===== config.mk =====
export PLATFORM = sky130hd
export DESIGN_NAME = pipe_hazard_ctrl
export DESIGN_NICKNAME = d
export VERILOG_FILES = /design/src/rtl/pipe_hazard_ctrl.sv
export SDC_FILE = /design/constraint.sdc
export NUM_CORES = 1
export LEC_CHECK = 0
export BUFFER_PORTS_ARGS = -buffer_cell sky130_fd_sc_hd__buf_2
export CAP_MARGIN = 0
export CORE_MARGIN = 2
export CORE_UTILIZATION = 40
export CTS_CLUSTER_DIAMETER = 50
export CTS_CLUSTER_SIZE = 30
export DETAILED_ROUTE_END_ITERATION = 7
export PLACE_DENSITY = 0.68
export SETUP_SLACK_MARGIN = 0.4
export SYNTH_ARGS = -nofsm -noshare
export SYNTH_HDL_FRONTEND = slang
export SYNTH_SLANG_ARGS = --single-unit

===== constraint.sdc =====
create_clock -name clk -period 3.9 [get_ports clk]
set_input_delay 0.78 -clock clk [delete_from_list [all_inputs] [get_ports clk]]
set_output_delay 0.78 -clock clk [all_outputs]
set_load 0.02 [all_outputs]

===== src/rtl/pipe_hazard_ctrl.sv =====
// Pipeline interlock and EX forwarding scheduler for the 5-stage LA32 core.
// Tracks EX/MEM destinations and drives per-stage enables, flushes and fwd selects.
module pipe_hazard_ctrl #(
    parameter int MUL_CYCLES = 3,
    parameter int REG_LOG    = 5
) (
    input  logic                 clk,
    input  logic                 rst,
    input  logic                 id_valid,
    input  logic [3*REG_LOG-1:0] id_rs,
    input  logic [1:0]           id_reg_wb,
    input  logic [1:0]           id_mem,
    input  logic [3:0]           id_ex,
    input  logic                 ex_branch_taken,
    input  logic                 mem_ready,
    output logic                 pc_en,
    output logic                 ifid_en,
    output logic                 idex_en,
    output logic                 exmem_en,
    output logic                 memwb_en,
    output logic                 ifid_flush,
    output logic                 idex_flush,
    output logic                 exmem_flush,
    output logic [1:0]           ex_fwd_j,
    output logic [1:0]           ex_fwd_k,
    output logic [1:0]           ex_fwd_d
);

    localparam int CW = (MUL_CYCLES > 1) ? $clog2(MUL_CYCLES) : 1;

    typedef logic [REG_LOG-1:0] reg_t;

    localparam logic [1:0] FWD_RF  = 2'b00;
    localparam logic [1:0] FWD_EXM = 2'b01;
    localparam logic [1:0] FWD_MWB = 2'b10;

    // ID decode
    reg_t src_j;
    reg_t src_k;
    reg_t src_d;
    reg_t id_dst;
    logic use_d;
    logic id_load;
    logic id_memop;
    logic id_mul;
    logic unused_dec;

    assign src_d    = id_rs[REG_LOG-1:0];
    assign src_j    = id_rs[2*REG_LOG-1:REG_LOG];
    assign src_k    = id_rs[3*REG_LOG-1:2*REG_LOG];
    assign use_d    = !id_reg_wb[1] && (id_mem[0] || id_ex[3]);
    assign id_dst   = id_reg_wb[1] ? src_d : '0;
    assign id_load  = id_mem[1];
    assign id_memop = id_mem[1] | id_mem[0];
    assign id_mul   = id_ex[2];
    assign unused_dec = ^{id_reg_wb[0], id_ex[1:0]};

    // Tracked slots
    logic          ex_v;
    reg_t          ex_dst;
    logic          ex_load;
    logic          ex_memop;
    logic          ex_mul;
    logic          mem_v;
    reg_t          mem_dst;
    logic          mem_memop;
    logic [CW-1:0] mul_cnt;
    logic          unused_slot;

    assign unused_slot = ex_mul;

    // Register 0 is hardwired, so it never names a real producer.
    function automatic logic hit(input reg_t dst, input reg_t src);
        return (dst != '0) && (dst == src);
    endfunction

    function automatic logic [1:0] pick(input logic ex_h, input logic mem_h,
                                        input logic ex_ld);
        if (ex_h && !ex_ld)
            return FWD_EXM;
        else if (mem_h)
            return FWD_MWB;
        else
            return FWD_RF;
    endfunction

    logic ex_hit_j;
    logic ex_hit_k;
    logic ex_hit_d;
    logic mem_hit_j;
    logic mem_hit_k;
    logic mem_hit_d;

    assign ex_hit_j  = ex_v && hit(ex_dst, src_j);
    assign ex_hit_k  = ex_v && hit(ex_dst, src_k);
    assign ex_hit_d  = ex_v && use_d && hit(ex_dst, src_d);
    assign mem_hit_j = mem_v && hit(mem_dst, src_j);
    assign mem_hit_k = mem_v && hit(mem_dst, src_k);
    assign mem_hit_d = mem_v && use_d && hit(mem_dst, src_d);

    logic [1:0] nxt_fwd_j;
    logic [1:0] nxt_fwd_k;
    logic [1:0] nxt_fwd_d;

    assign nxt_fwd_j = pick(ex_hit_j, mem_hit_j, ex_load);
    assign nxt_fwd_k = pick(ex_hit_k, mem_hit_k, ex_load);
    assign nxt_fwd_d = pick(ex_hit_d, mem_hit_d, ex_load);

    // Hazard conditions
    logic mem_wait;
    logic mul_busy;
    logic load_use;

    assign mem_wait = mem_v && mem_memop && !mem_ready;
    assign mul_busy = (mul_cnt != '0);
    assign load_use = id_valid && ex_load &&
                      (ex_hit_j || ex_hit_k || ex_hit_d);

    always_comb begin
        pc_en       = 1'b1;
        ifid_en     = 1'b1;
        idex_en     = 1'b1;
        exmem_en    = 1'b1;
        memwb_en    = 1'b1;
        ifid_flush  = 1'b0;
        idex_flush  = 1'b0;
        exmem_flush = 1'b0;
        if (mem_wait) begin
            pc_en    = 1'b0;
            ifid_en  = 1'b0;
            idex_en  = 1'b0;
            exmem_en = 1'b0;
            memwb_en = 1'b0;
        end else if (mul_busy) begin
            // MUL holds EX; a bubble drains into MEM behind it.
            pc_en       = 1'b0;
            ifid_en     = 1'b0;
            idex_en     = 1'b0;
            exmem_flush = 1'b1;
        end else if (ex_branch_taken) begin
            ifid_flush = 1'b1;
            idex_flush = 1'b1;
        end else if (load_use) begin
            pc_en      = 1'b0;
            ifid_en    = 1'b0;
            idex_flush = 1'b1;
        end
    end

    logic ex_bubble;
    logic mul_start;

    assign ex_bubble = idex_flush || !id_valid;
    assign mul_start = idex_en && !idex_flush && id_valid && id_mul;

    always_ff @(posedge clk or posedge rst) begin
        if (rst) begin
            ex_v     <= 1'b0;
            ex_dst   <= '0;
            ex_load  <= 1'b0;
            ex_memop <= 1'b0;
            ex_mul   <= 1'b0;
            ex_fwd_j <= FWD_RF;
            ex_fwd_k <= FWD_RF;
            ex_fwd_d <= FWD_RF;
        end else if (idex_en) begin
            if (ex_bubble) begin
                ex_v     <= 1'b0;
                ex_dst   <= '0;
                ex_load  <= 1'b0;
                ex_memop <= 1'b0;
                ex_mul   <= 1'b0;
                ex_fwd_j <= FWD_RF;
                ex_fwd_k <= FWD_RF;
                ex_fwd_d <= FWD_RF;
            end else begin
                ex_v     <= 1'b1;
                ex_dst   <= id_dst;
                ex_load  <= id_load;
                ex_memop <= id_memop;
                ex_mul   <= id_mul;
                ex_fwd_j <= nxt_fwd_j;
                ex_fwd_k <= nxt_fwd_k;
                ex_fwd_d <= nxt_fwd_d;
            end
        end
    end

    always_ff @(posedge clk or posedge rst) begin
        if (rst) begin
            mem_v     <= 1'b0;
            mem_dst   <= '0;
            mem_memop <= 1'b0;
        end else if (exmem_en) begin
            if (exmem_flush) begin
                mem_v     <= 1'b0;
                mem_dst   <= '0;
                mem_memop <= 1'b0;
            end else begin
                mem_v     <= ex_v;
                mem_dst   <= ex_dst;
                mem_memop <= ex_memop;
            end
        end
    end

    always_ff @(posedge clk or posedge rst) begin
        if (rst)
            mul_cnt <= '0;
        else if (mul_start)
            mul_cnt <= CW'(MUL_CYCLES - 1);
        else if (mul_busy && !mem_wait)
            mul_cnt <= mul_cnt - CW'(1);
    end

endmodule


==> reports/metrics.yaml <==
status: "finished, final reports clean"
synth_simple_gate_area_share_pct: 21.66
routed_vias: 1298
htreeDepth: 1
start_kind: "primary input"
design.portCount: 42
cts_sinks: 23
synth_enable_flop_cells: 0
synth_top_family_by_area: "simple AND/OR/NAND/NOR gates"
layout.nets: 228
power_leakage_nw: 0.8315
report.final.setup_viol: 0
synth-main-ff-cell: "sky130_fd_sc_hd__dfrtp_1"
drt_iter0_drc: 90
crit_type: "primary input to output pin"
place_congestion: 0.8763
post-route-util_pct: 47.52
power-per-cell-area_nw_per_um2: 494.3
crit_path_max_fanout: 6
finalClockSkew_ns: 0.001503
synth.lib_cells_used.distinct: 34
crit_path_end_kind: "output pin"
total_switching_power_uw: 349.5
max-clock-path-buffers: 2
sequential_to_total_area_share_from_yosys_stat_pct: 38.46
die_area_um2: 4246
commonest_non_fill_non_tap_cells_in_the_layout: "sky130_fd_sc_hd__buf_2, sky130_fd_sc_hd__nand2_1, sky130_fd_sc_hd__dfrtp_1, sky130_fd_sc_hd__xnor2_1, sky130_fd_sc_hd__xor2_1"
seqPwrFrac_pct: 40.7
data_arrival_time_of_the_critical_path_ns: 2.13
grt.total_usage_pct: 18.82
vdd_ir_drop_max_mv: 0.1384
post_dp_cell_area_um2: 1682
firstDrtPassIters: 4
slew_viol_final: 0
area_growth_pct: 15.38
p_int_uw: 503.9
power.share.clock_pct: 17.0
vias_in_the_first_global_route: 1275
yosys-mux-area-fraction_pct: 0
clk_pin_slew_ns: 0.08
post-route-cell-area_um2: 1727
maximum_number_of_pins_on_one_net_before_global_route_repair: 24
grt_remaining_overflow: 0
floorplan.die.height_um: 65.17
core_area_um2: 3633
post-dp-hpwl_um: 2756
final_antenna_net_count: 0
crit_path_cell_trace: "buf_2 -> o21bai_1 -> nor4_4 -> and3_4 -> o31ai_1 -> o21a_1 -> buf_2"
grt_antenna_before_repair: 0
max-cap-violations: 0
clock_latency_ns: 0.26
critPathRequiredTime_ns: 3.12
synth_compound_gate_area_share_pct: 14.55
hold_buffers: 0
worst_path_max_delay_cell: "sky130_fd_sc_hd__nor4_4"
syn-cell-area_um2: 1496
vias_per_cell: 5.276
netSwitchingFraction_pct: 40.96
yosys_register_bits: 23
slew-limit-headroom_pct: 41.78
mean_cell_area_of_the_mapped_netlist_um2: 9.125
most_common_library_cell_in_the_layout_ignoring_fill_and_taps: "sky130_fd_sc_hd__buf_2"
cts_post_setup_buffers_inserted: 0
p_comb_share_pct: 42.2
core.rowCount: 22
holdCritPathClass: "register to register"
hold_viol: 0
port_buffers: 38
fin_crit_ns: 2.914
max_freq_mhz: 343.2
post-place-cells: 242
max_slew.worst_pin.slew_ns: 0.8724
ys_async_sr_fraction_pct: 100.0
wire_per_inst_um: 14.89
syn_nets: 193
first_pass_grt_wire_length_um: 6106
die_width_um: 65.17
synth_xor_area_share_pct: 18.14
cts_tree: "built"
instances_no_fill: 246
clock_tree.root_cell: "sky130_fd_sc_hd__clkbuf_8"
number_of_clock_buffers_inserted_by_tritoncts: 3
post_cts.resized_instances: 0
fin_crit_sh_pct: 74.71
drt_drc_violations_left: 0
grt_setup_unrepaired: "false"
antenna_cells: 0
crit_path_frequent_cell: "sky130_fd_sc_hd__buf_2"
gate_count_after_technology_mapping: 164
slowest_delay_ns: 0.31
ys.warnings.count: 0
fin_tns_setup_ns: 0
postRouteWirelength_um: 3662
synth_fa_ha_area_share_pct: 0.8361
starting_density_of_the_core_pct: 41.18
final_layout_size_suffix_gt1_share_pct: 26.77
==> sequential cells by signal, summed over array words and instances (netlist names) <==
| name | count |
|---|---|
| ex_v | 1 |
| ex_fwd_d | 2 |
| mem_dst | 5 |
| mem_v | 1 |
| ex_load | 1 |
| mul_cnt | 2 |
| ex_fwd_j | 2 |
| ex_memop | 1 |
| mem_memop | 1 |
| ex_dst | 5 |
| ex_fwd_k | 2 |
==> power groups by stage <==
stage	clock [mW]	sequential, mW	combinational (mW)
detailed placement	0	0.351	0.362
finish	0.145	0.348	0.361
CTS	0.149	0.346	0.363
global placement	0	0.349	0.354
floorplan	0	0.313	0.321
global route	0.164	0.354	0.407
==> layer usage <==
layer  vias to the layer above  track usage [%]  part of all wire, %
met4                         0            8.333                  2.3
met5                         -                0                    0
met1                       617            23.11                   43
li1                        632                -                    -
met2                        43            33.16                   49
met3                         6            2.055                  5.3
==> cell families (layout without fill, tap and decap cells) <==
group	count (synthesis)	in the layout
xor+xnor	31	31
buf+inv	15	49
simple gates	65	65
flops	23	23
compound gates	29	29
fa+ha+maj	1	1
==> final timing paths <==
kind	start	to	slack (ns)	cells past startpoint
setup reg to reg	mul_cnt[0]	ex_dst[2]	2.07	5
setup / recovery	id_reg_wb[1]	ifid_en	0.99	7
hold reg to reg	ex_fwd_j[1]	ex_fwd_j[1]	0.48	2
max in group asynchronous	rst	ex_load	2.67	2
hold / removal	ex_fwd_j[1]	ex_fwd_j[1]	0.48	2
min in group asynchronous	rst	mul_cnt[0]	0.69	2
==> critical path: cells and delay by family <==
kind                   cells  cell delay (ns)
AND/OR/NAND/NOR            2             0.57
AO/OA/AOI/OAI              3             0.49
buffers and inverters      2             0.29
==> final cells by class <==
type	instances	area, um2
clock buffer	4	45.04
fill	365	1907
inverter	6	22.52
multi-input combinational	126	825.8
sequential	23	575.6
tap	48	60.06
timing repair buffer	39	197.7
==> cells in the mapped netlist (2+ instances only) <==
master | count | area (um2)
sky130_fd_sc_hd__buf_6 | 3 | 33.78
sky130_fd_sc_hd__o2111ai_1 | 2 | 17.52
sky130_fd_sc_hd__dfrtp_1 | 23 | 575.6
sky130_fd_sc_hd__nand3_1 | 6 | 30.03
sky130_fd_sc_hd__buf_4 | 4 | 30.03
sky130_fd_sc_hd__nand4_1 | 5 | 31.28
sky130_fd_sc_hd__nor3_1 | 5 | 25.02
sky130_fd_sc_hd__o21ai_0 | 5 | 25.02
sky130_fd_sc_hd__xor2_1 | 14 | 122.6
sky130_fd_sc_hd__inv_1 | 5 | 18.77
sky130_fd_sc_hd__a22o_1 | 2 | 17.52
sky130_fd_sc_hd__and4_2 | 3 | 30.03
sky130_fd_sc_hd__nand2_1 | 32 | 120.1
sky130_fd_sc_hd__o31ai_1 | 10 | 75.07
sky130_fd_sc_hd__a21oi_2 | 2 | 17.52
sky130_fd_sc_hd__xnor2_1 | 17 | 148.9
sky130_fd_sc_hd__nor2_1 | 9 | 33.78
==> metrics by stage <==
stage | setup WS, ns | hold WS [ns] | power [mW]
floorplan | 1.131 | 0.4458 | 0.6336
global placement | 1.002 | 0.4589 | 0.7031
detailed placement | 0.9913 | 0.4611 | 0.7123
CTS | 0.9869 | 0.4794 | 0.8581
global route | 0.9127 | 0.4968 | 0.9248
finish | 0.9862 | 0.4760 | 0.8534
No activity file was read; power rests on OpenSTA's default activity.
